File: config.mk
export PLATFORM = sky130hd
export DESIGN_NAME = multiplicador_booth_n
export DESIGN_NICKNAME = d
export VERILOG_FILES = /design/src/rtl/multiplicador_booth_n.sv
export SDC_FILE = /design/constraint.sdc
export NUM_CORES = 1
export LEC_CHECK = 0
export ABC_AREA = 1
export CAP_MARGIN = 40
export CORE_MARGIN = 5
export CORE_UTILIZATION = 55
export CTS_BUF_LIST = sky130_fd_sc_hd__clkbuf_16
export CTS_CLUSTER_DIAMETER = 200
export DETAILED_ROUTE_END_ITERATION = 6
export PLACE_DENSITY = 0.79
export SYNTH_ARGS = -nofsm -noshare
export SYNTH_HDL_FRONTEND = slang
export SYNTH_SLANG_ARGS = --single-unit
File: constraint.sdc
create_clock -name clk -period 2.9 [get_ports clk]
set_input_delay 0.29 -clock clk [delete_from_list [all_inputs] [get_ports clk]]
set_output_delay 0.29 -clock clk [all_outputs]
set_load 0.005 [all_outputs]
File: src/rtl/multiplicador_booth_n.sv
// Sequential radix-2 Booth multiplier with N-bit signed/unsigned operands and a 2N-bit product.
// Runs one add-and-shift per clock over W = N+1 bits, then pulses Fin with the new product.
module multiplicador_booth_n #(
    parameter int N = 8
) (
    input  logic           clk,
    input  logic           rst_n,
    input  logic           start,
    input  logic           signo,
    input  logic [N-1:0]   multiplicando,
    input  logic [N-1:0]   multiplicador,
    output logic [2*N-1:0] resultado,
    output logic           Fin,
    output logic           ocupado
);

    // state  | meaning
    // REPOSO | idle, waiting for start; operands sampled here only
    // OPERA  | one Booth add/shift per clock, r_cnt counts iterations left
    // FIN    | Fin pulse for one cycle, product already in resultado
    localparam int W  = N + 1;
    localparam int CW = $clog2(W + 1);

    typedef enum logic [1:0] {
        REPOSO,
        OPERA,
        FIN
    } estado_t;

    estado_t         r_estado;
    logic [W-1:0]    r_a;
    logic [W-1:0]    r_m;
    logic [W-1:0]    r_q;
    logic            r_q1;
    logic [CW-1:0]   r_cnt;

    logic [W-1:0]    w_m_ext;
    logic [W-1:0]    w_q_ext;
    logic [W-1:0]    w_suma;
    logic [W-1:0]    w_a_sig;
    logic [W-1:0]    w_q_sig;
    logic [2*N-1:0]  w_producto;

    // One extra bit lets unsigned operands run through the same signed Booth recurrence.
    always_comb begin
        w_m_ext = {signo & multiplicando[N-1], multiplicando};
        w_q_ext = {signo & multiplicador[N-1], multiplicador};
    end

    always_comb begin
        w_suma = r_a;
        case ({r_q[0], r_q1})
            2'b10:   w_suma = r_a - r_m;
            2'b01:   w_suma = r_a + r_m;
            default: w_suma = r_a;
        endcase
    end

    always_comb begin
        w_a_sig    = {w_suma[W-1], w_suma[W-1:1]};
        w_q_sig    = {w_suma[0], r_q[W-1:1]};
        w_producto = {w_a_sig[N-2:0], w_q_sig};
    end

    always_ff @(posedge clk or negedge rst_n) begin
        if (!rst_n) begin
            r_estado  <= REPOSO;
            r_a       <= '0;
            r_m       <= '0;
            r_q       <= '0;
            r_q1      <= 1'b0;
            r_cnt     <= '0;
            resultado <= '0;
            Fin       <= 1'b0;
            ocupado   <= 1'b0;
        end else begin
            case (r_estado)
                REPOSO: begin
                    Fin     <= 1'b0;
                    ocupado <= 1'b0;
                    if (start) begin
                        r_m      <= w_m_ext;
                        r_q      <= w_q_ext;
                        r_a      <= '0;
                        r_q1     <= 1'b0;
                        r_cnt    <= CW'(W);
                        ocupado  <= 1'b1;
                        r_estado <= OPERA;
                    end
                end
                OPERA: begin
                    r_a   <= w_a_sig;
                    r_q   <= w_q_sig;
                    r_q1  <= r_q[0];
                    r_cnt <= r_cnt - CW'(1);
                    // Last iteration: publish the shifted product in the same edge.
                    if (r_cnt == CW'(1)) begin
                        resultado <= w_producto;
                        Fin       <= 1'b1;
                        r_estado  <= FIN;
                    end
                end
                FIN: begin
                    Fin      <= 1'b0;
                    ocupado  <= 1'b0;
                    r_estado <= REPOSO;
                end
                default: begin
                    Fin      <= 1'b0;
                    ocupado  <= 1'b0;
                    r_estado <= REPOSO;
                end
            endcase
        end
    end

endmodule
==> results.cfg, run 1 <==
[status]
outcome = completed

[layout]
layout.cells.non_filler = 448
fin_area_um2 = 3340
syn_to_final_growth_pct = 21.3
antennaDiodeCount = 0
drive_gt1_frac = 0.0709
fin_nets = 414

[clock_tree]
cts_made_buffers = 5
worstSkewPairLatency_ns = 0.28
cts.sinks = 51
cts_setup_buffers = 0
cts_htree_levels = 2
clk_pin_slew_ns = 0.06
cts_tree = built
cts-root-buf = clkbuf_16
clockBufferDepth = 2

[logic_synthesis]
yosysTopAreaCell = dfrtp_1
synth.top_cell.area_share = 0.464
yosysSeqAreaShare = 0.464
ys_top_cells_by_area = dfrtp_1 (46%), nand2_1 (17%), inv_1 (6.0%), ha_1 (5.5%), nand3_1 (4.4%)
syn_avg_cell_area_um2 = 8.04
syn_area_um2 = 2750
netlist-cell-type-count = 29
syn-num-nets = 375
ys_ff_latch = 51
synth_warnings = 0
syn_inst = 342

[global_routing]
overflow = 0
antenna_found_initial = 0
grtUsageMet2 = 0.312
met1_usage = 0.268
grt_max_degree = 38
grt_pass1_wl_um = 9960
busiest_layer = met2
grt_pass1_vias = 2188
use_met3 = 0.0399
grt_use_total = 0.199

[worst_setup_path]
rr_startpoint = r_q[0]$_DFFE_PN0P_
crit_path_start_kind = register
cp_max_fo = 8
endpoint = r_a[3]$_DFFE_PN0P_
cp.required_ns = 3.08
r2r_cells = 13
r2r-end = r_a[3]$_DFFE_PN0P_
critPathArrivalTime_ns = 2.52
crit_type = reg -> reg
cp-end-kind = register
regToRegSetupSlack_ns = 0.56
crit_start = r_q[0]$_DFFE_PN0P_

[power_and_ir_drop]
powerDensity_nw_per_um2 = 1340
peakVddDrop_v = 0.000595
leakage_nw = 1.70

[sta]
setup_viol = 0
rsz0062_at_grt = no
slew_headroom = 0.700
slew_viol_final = 0
finalHoldViolations = 0
timing.setup.tns_ns = 0
skew_ns = 0.00196
fmax_mhz = 427
fin_crit_sh = 0.808
min_period_ns = 2.34
tightest_slew_ns = 0.450

[die]
die_h_um = 80.7
initial_core_util = 0.575
pin_count = 38
die_width_um = 80.7
die_area_um2 = 6520
coreArea_um2 = 4790
rows = 25

[route]
wirelength_um = 5740
drt_iter0_drc = 132
first_pass_iters = 4
vias = 2269
wl_per_cell_um = 12.8
via_per_inst = 5.06
drc = 0
ant_nets = 0

[placed_design]
placed_cells = 440
dp_hpwl_um = 4260
place_area_um2 = 3160
io_buffers = 37
globalplace.congestion = 0.892

[hold_path]
hp-class = in -> async

[run]
drv_cap = 0
==> routing by layer <==
metal,vias up,part of all wire
li1,1164,-
met4,0,0.021
met5,-,0
met3,9,0.054
met2,62,0.45
met1,1034,0.47
==> worst min-delay path by stage <==
stage / startpoint / to / slack, ns / cells after the start
after floorplan: rst_n / Fin$_DFFE_PN0N_ / -0.006 / 0
after global placement: rst_n / r_m[6]$_DFFE_PN0P_ / 0.21 / 1
after detailed placement: rst_n / r_m[4]$_DFFE_PN0P_ / 0.22 / 1
after CTS: rst_n / r_m[5]$_DFFE_PN0P_ / 0.46 / 2
after global routing: rst_n / r_m[6]$_DFFE_PN0P_ / 0.48 / 2
final: rst_n / r_m[6]$_DFFE_PN0P_ / 0.44 / 2
==> placed cells by master (no fill, tap or decap), types with 2 or more instances in the layout <==
| cell | Yosys | final |
|---|---|---|
| nand2_2 | 2 | 2 |
| clkdlybuf4s50_1 | 0 | 36 |
| inv_1 | 44 | 44 |
| buf_4 | 0 | 2 |
| clkbuf_16 | 0 | 5 |
| o21ai_0 | 16 | 16 |
| or2_2 | 3 | 3 |
| o22ai_1 | 2 | 2 |
| dfrtp_1 | 51 | 51 |
| o21ai_2 | 8 | 8 |
| a21oi_1 | 5 | 5 |
| nand3b_1 | 2 | 2 |
| nand2_1 | 123 | 123 |
| xor2_1 | 7 | 7 |
| o221ai_1 | 9 | 9 |
| nand3_1 | 24 | 24 |
| ha_1 | 12 | 12 |
| nor2_1 | 15 | 15 |
==> cell usage after synthesis <==
cell type,number
or2_2,3
or2_1,1
xnor2_1,1
a22o_1,1
o221ai_1,9
o21ai_0,16
nand3b_1,2
buf_2,5
xor2_1,7
clkbuf_1,1
inv_1,44
o21ai_1,1
nor2_1,15
nand3_1,24
nor2_2,1
nand2_1,123
o22ai_1,2
fa_1,1
nor3_1,1
nand4_1,1
a21oi_1,5
inv_4,1
buf_6,2
inv_2,1
o21ai_2,8
nand2_2,2
nor2_8,1
dfrtp_1,51
ha_1,12
==> worst max-delay path: stages, from the launching register on <==
cell and delay [ns]:
dfrtp_1 0.36, inv_1 0.08, ha_1 0.21, inv_1 0.14, nand2_1 0.08, o21ai_0 0.16, fa_1 0.49, nand3_1 0.09
nand3_1 0.10, or2_2 0.28, nand3_1 0.07, nand2_1 0.06, nand2_1 0.06, nand2_1 0.05
==> registers in the layout, summed over array words and instances (netlist names) <==
register and cells:
r_estado 2, Fin 1, r_q 9, r_q1 1
ocupado 1, r_a 8, r_cnt 4, r_m 9
resultado 16
==> power breakdown <==
part           switching (mW)  internal, mW  leakage, nW
sequential              0.190          1.05        0.641
clock                   0.245         0.402       0.0759
combinational            1.53          1.05        0.984
==> cells by family after synthesis <==
kind of cell | Yosys count | synth area share
buf+inv | 54 | 0.0823
flops | 51 | 0.464
xor+xnor | 8 | 0.0255
fa+ha+maj | 13 | 0.0618
simple gates | 174 | 0.265
compound gates | 42 | 0.102
==> layout make-up <==
type                    instances  area [µm²]
clock buffers                   5         125
clock inverters                 2        37.5
fillers                       391        1450
inverters                      46         175
multi-input cells             237        1250
flip-flops and latches         51        1280
well taps                      67        83.8
repair buffers                 40         390
==> timing repair <==
item	CTS	global route
hold buffers	1	0
gates resized for setup	0	0
endpoints found under the setup margin	0	0
hold endpoints to repair	14	0
==> stage by stage <==
| stage | hold WS [ns] | power, mW | util | worst slack (ns) |
|---|---|---|---|---|
| CTS | 0.456 | 4.48 | 0.697 | 0.533 |
| floorplan | -0.00559 | 3.11 | - | 0.787 |
| global route | 0.483 | 4.97 | 0.697 | 0.271 |
| detailed placement | 0.221 | 3.81 | 0.661 | 0.553 |
| finish | 0.444 | 4.46 | 0.697 | 0.558 |
| global placement | 0.215 | 3.75 | 0.661 | 0.622 |
Power figures use the tool's default switching activity.
==> inputs of run 2 (changes only) <==
Clock period 2.9 ns to 2.3 ns, I/O delays scaled along.
==> results.cfg, run 2 (synthesized netlist as in run 1, its figures left out) <==
[route]
wirelength_um = 6040
via_per_inst = 5.16
drc = 0
first_pass_iters = 4
ant_nets = 0
drt_iter0_drc = 124
vias = 2343
wl_per_cell_um = 13.3

[die]
die_h_um = 80.7
coreArea_um2 = 4790
rows = 25
die_area_um2 = 6520
initial_core_util = 0.575
die_width_um = 80.7
pin_count = 38

[worst_setup_path]
cp-end-kind = register
crit_path_start_kind = register
cp.required_ns = 2.48
critPathArrivalTime_ns = 2.39
cp_max_fo = 4
crit_type = reg -> reg

[global_routing]
grt_use_total = 0.201
overflow = 0
grt_pass1_wl_um = 10100
grt_max_degree = 52
grt_pass1_vias = 2205
antenna_found_initial = 0

[placed_design]
dp_hpwl_um = 4310
place_ws_ns = 0.0210
io_buffers = 37
globalplace.congestion = 0.861

[power_and_ir_drop]
power.total_mw = 5.99
peakVddDrop_v = 0.000840
powerDensity_nw_per_um2 = 1740
leakage_nw = 1.73

[sta]
skew_ns = 0.00536
worst_slack_ns = 0.0844
min_period_ns = 2.22
setup_viol = 0
fin_crit_sh = 0.963
slew_headroom = 0.577
fmax_mhz = 451
hold_slack_ns = 0.0346
slew_viol_final = 0
tightest_slew_ns = 0.634
timing.setup.tns_ns = 0
finalHoldViolations = 0

[layout]
layout_common_cells = nand2_1 (121), dfrtp_1 (51), inv_1 (39)
drive_gt1_frac = 0.132
top_register = resultado
largest_reg_flops = 16
syn_to_final_growth_pct = 25.1
final_common_cell = nand2_1
antennaDiodeCount = 0
fin_nets = 420
biggestRegsByFlops = resultado (16), r_m (9), r_q (9)

[run]
drv_cap = 0

[clock_tree]
cts_tree = built
cts-root-buf = clkbuf_16
cts_made_buffers = 5
clockBufferDepth = 2
cts_htree_levels = 2
cts.sinks = 51
worstSkewPairLatency_ns = 0.29
clk_pin_slew_ns = 0.06

[hold_path]
hp-class = in -> async

[status]
outcome = completed
## run 2: timing repair
action,CTS,global route
hold buffers,0,0
gates cloned,0,0
setup endpoints to repair,3,12
gates resized for setup,1,20
buffers inserted,0,4
pin swaps,0,6
## run 2: metal layers
metal | GRT usage | part of all wire | vias up
li1 | - | - | 1181
met1 | 0.265 | 0.45 | 1085
met2 | 0.336 | 0.47 | 66
met3 | 0.0466 | 0.065 | 11
met4 | 0.0541 | 0.014 | 0
met5 | 0 | 0 | -
## run 2: report_power, final
part           leakage [nW]  internal [mW]  switching, mW
combinational          1.01           1.52           2.06
sequential            0.641           1.32          0.261
clock                0.0759          0.507          0.326
## run 2: cell type report
class / count / area, µm²
multi-input combinational: 237 / 1310
clock inverter: 2 / 37.5
timing repair buffer: 46 / 433
inverter: 46 / 178
sequential: 51 / 1280
tap: 67 / 83.8
fill: 383 / 1340
clock buffer: 5 / 125
## run 2: per-stage QoR
stage | instances | util | area, µm²
6_report | 454 | 0.719 | 3440
5_1_grt | 454 | 0.719 | 3440
4_1_cts | 450 | 0.700 | 3350
3_5_place_dp | 443 | 0.666 | 3190
3_3_place_gp | 443 | 0.666 | 3190
2_1_floorplan | 342 | - | 2750
## run 2: worst paths after layout
check | startpoint | end | slack (ns) | cells after the start
max in group asynchronous | rst_n | resultado[12]$_DFFE_PN0P_ | 1.83 | 2
worst max-delay path | r_m[2]$_DFFE_PN0P_ | r_a[6]$_DFFE_PN0P_ | 0.08 | 14
worst max register to register | r_m[2]$_DFFE_PN0P_ | r_a[6]$_DFFE_PN0P_ | 0.08 | 14
worst min register to register | resultado[9]$_DFFE_PN0P_ | resultado[9]$_DFFE_PN0P_ | 0.47 | 2
worst min-delay path | rst_n | r_m[6]$_DFFE_PN0P_ | 0.03 | 2
min in group clk | resultado[9]$_DFFE_PN0P_ | resultado[9]$_DFFE_PN0P_ | 0.47 | 2
## run 2: worst max-delay path: stages, from the launching register on
cell and delay, ns:
dfrtp_1 0.41, inv_2 0.08, nand3_2 0.09, nor3_2 0.05, or2_2 0.28, xor2_1 0.15
ha_1 0.36, nand2_1 0.11, inv_1 0.05, a21oi_2 0.15, nand2_1 0.06, nand2_1 0.05
nand3_1 0.10, nand3_1 0.09, nand2_1 0.06
==> inputs of run 3 (changes only) <==
Settings changed: CORE_UTILIZATION 55 to 40, PLACE_DENSITY 0.79 to 0.6.
==> results.cfg, run 3 (synthesized netlist as in run 1, its figures left out) <==
[status]
outcome = completed

[sta]
min_period_ns = 2.17
tightest_slew_ns = 0.531
hold_slack_ns = 0.449
fmax_mhz = 460
fin_crit_sh = 0.945
setup_viol = 0
slew_viol_final = 0
rsz0062_at_grt = yes
skew_ns = 0.00459
slew_headroom = 0.646
finalHoldViolations = 0

[layout]
final_common_cell = nand2_1
fin_nets = 419
fill_cells = 644
largest_reg_flops = 16
syn_to_final_growth_pct = 28.7
top_register = resultado
biggestRegsByFlops = resultado (16), r_m (9), r_q (9)
antennaDiodeCount = 0
drive_gt1_frac = 0.150
layout_common_cells = nand2_1 (117), dfrtp_1 (51), inv_1 (40)

[route]
via_per_inst = 4.87
wirelength_um = 6150
vias = 2272
wl_per_cell_um = 13.2
first_pass_iters = 4
drt_iter0_drc = 89
ant_nets = 0
drc = 0

[clock_tree]
cts_made_buffers = 5
cts_tree = built
cts.sinks = 51
cts-root-buf = clkbuf_16
worstSkewPairLatency_ns = 0.29
clockBufferDepth = 2
clk_pin_slew_ns = 0.07
cts_htree_levels = 2

[worst_setup_path]
endpoint = resultado[15]$_DFFE_PN0P_
regToRegSetupSlack_ns = 0.13
crit_start = r_m[1]$_DFFE_PN0P_
cp.required_ns = 2.49
r2r_cells = 15
r2r-end = resultado[15]$_DFFE_PN0P_
rr_startpoint = r_m[1]$_DFFE_PN0P_
cp_max_fo = 5
critPathArrivalTime_ns = 2.36
crit_type = reg -> reg
cp-end-kind = register
crit_path_start_kind = register

[global_routing]
busiest_layer = met2
grt_max_degree = 31
grt_pass1_vias = 2231
grt_use_total = 0.152
overflow = 0
met1_usage = 0.204
antenna_found_initial = 0
grtUsageMet2 = 0.249
grt_pass1_wl_um = 10400
use_met3 = 0.0252

[die]
die_h_um = 92.9
rows = 30
die_width_um = 92.9
pin_count = 38
coreArea_um2 = 6760
die_area_um2 = 8640
initial_core_util = 0.407

[placed_design]
io_buffers = 37
globalplace.congestion = 0.849
dp_hpwl_um = 4460

[power_and_ir_drop]
p_switching_mw = 2.69
p_sw_frac = 0.439
p_clk_frac = 0.139
leakage_nw = 1.75
power_frac_seq = 0.256
powerDensity_nw_per_um2 = 1730
peakVddDrop_v = 0.000622
power.total_mw = 6.13
p_int_mw = 3.43
power_frac_comb = 0.605

[hold_path]
hp-class = in -> async

[run]
drv_cap = 0
-- run 3: metrics by stage --
stage                     TNS, ns  worst slack [ns]  std cells  utilization  cell area, µm²
after floorplan                 0             0.187        342            -            2750
after global placement          0            0.0538        456        0.476            3220
after detailed placement  -0.0328           -0.0262        456        0.476            3220
after CTS                       0            0.0171        465        0.502            3390
after global routing       -0.268           -0.0607        467        0.524            3540
final                           0             0.128        467        0.524            3540
-- run 3: worst min-delay path by stage --
stage / to / start
finish: r_m[5]$_DFFE_PN0P_ / rst_n
global route: resultado[14]$_DFFE_PN0P_ / resultado[14]$_DFFE_PN0P_
CTS: r_m[5]$_DFFE_PN0P_ / rst_n
detailed placement: r_m[5]$_DFFE_PN0P_ / rst_n
global placement: r_m[6]$_DFFE_PN0P_ / rst_n
floorplan: Fin$_DFFE_PN0N_ / rst_n
-- run 3: what timing repair did --
item / in CTS / in global routing
setup buffers: 0 / 2
endpoints found under the setup margin: 2 / 12
resized for setup: 1 / 32
hold buffers: 1 / 0
gates cloned: 0 / 0
pin swaps: 0 / 14
hold endpoints to repair: 21 / 0
-- run 3: metal layers --
metal	routed length, µm	up-vias
li1	-	1170
met1	2920	1064
met2	2950	32
met3	192	6
met4	94	0
met5	0	-
-- run 3: power by group through the flow --
stage | Combinational, mW | Sequential, mW | Clock (mW)
after floorplan | 2.38 | 1.54 | 0
after global placement | 3.26 | 1.55 | 0
after detailed placement | 3.30 | 1.56 | 0
after CTS | 3.31 | 1.55 | 0.876
after global routing | 4.28 | 1.62 | 0.907
final | 3.71 | 1.57 | 0.851
-- run 3: final cells by class --
class                           count  area [µm²]  area share
Inverter                           46         178      0.0502
Tap cell                           80         100      0.0283
Clock inverter                      3        42.5      0.0120
Multi-Input combinational cell    237        1380       0.390
Sequential cell                    51        1280       0.360
Timing Repair Buffer               45         440       0.124
Clock buffer                        5         125      0.0353
-- run 3: critical path, stage by stage, from the launching register on --
cell and delay [ns]:
dfrtp_1 0.37, inv_2 0.11, ha_4 0.17, nand2_4 0.05
nor2_4 0.12, nor2_2 0.05, xor2_1 0.15, ha_1 0.36
nand2_1 0.09, nand2_2 0.07, a21oi_2 0.15, nand2_1 0.07
nand2_1 0.08, nand3_2 0.09, nand3_2 0.08, nand2_1 0.04
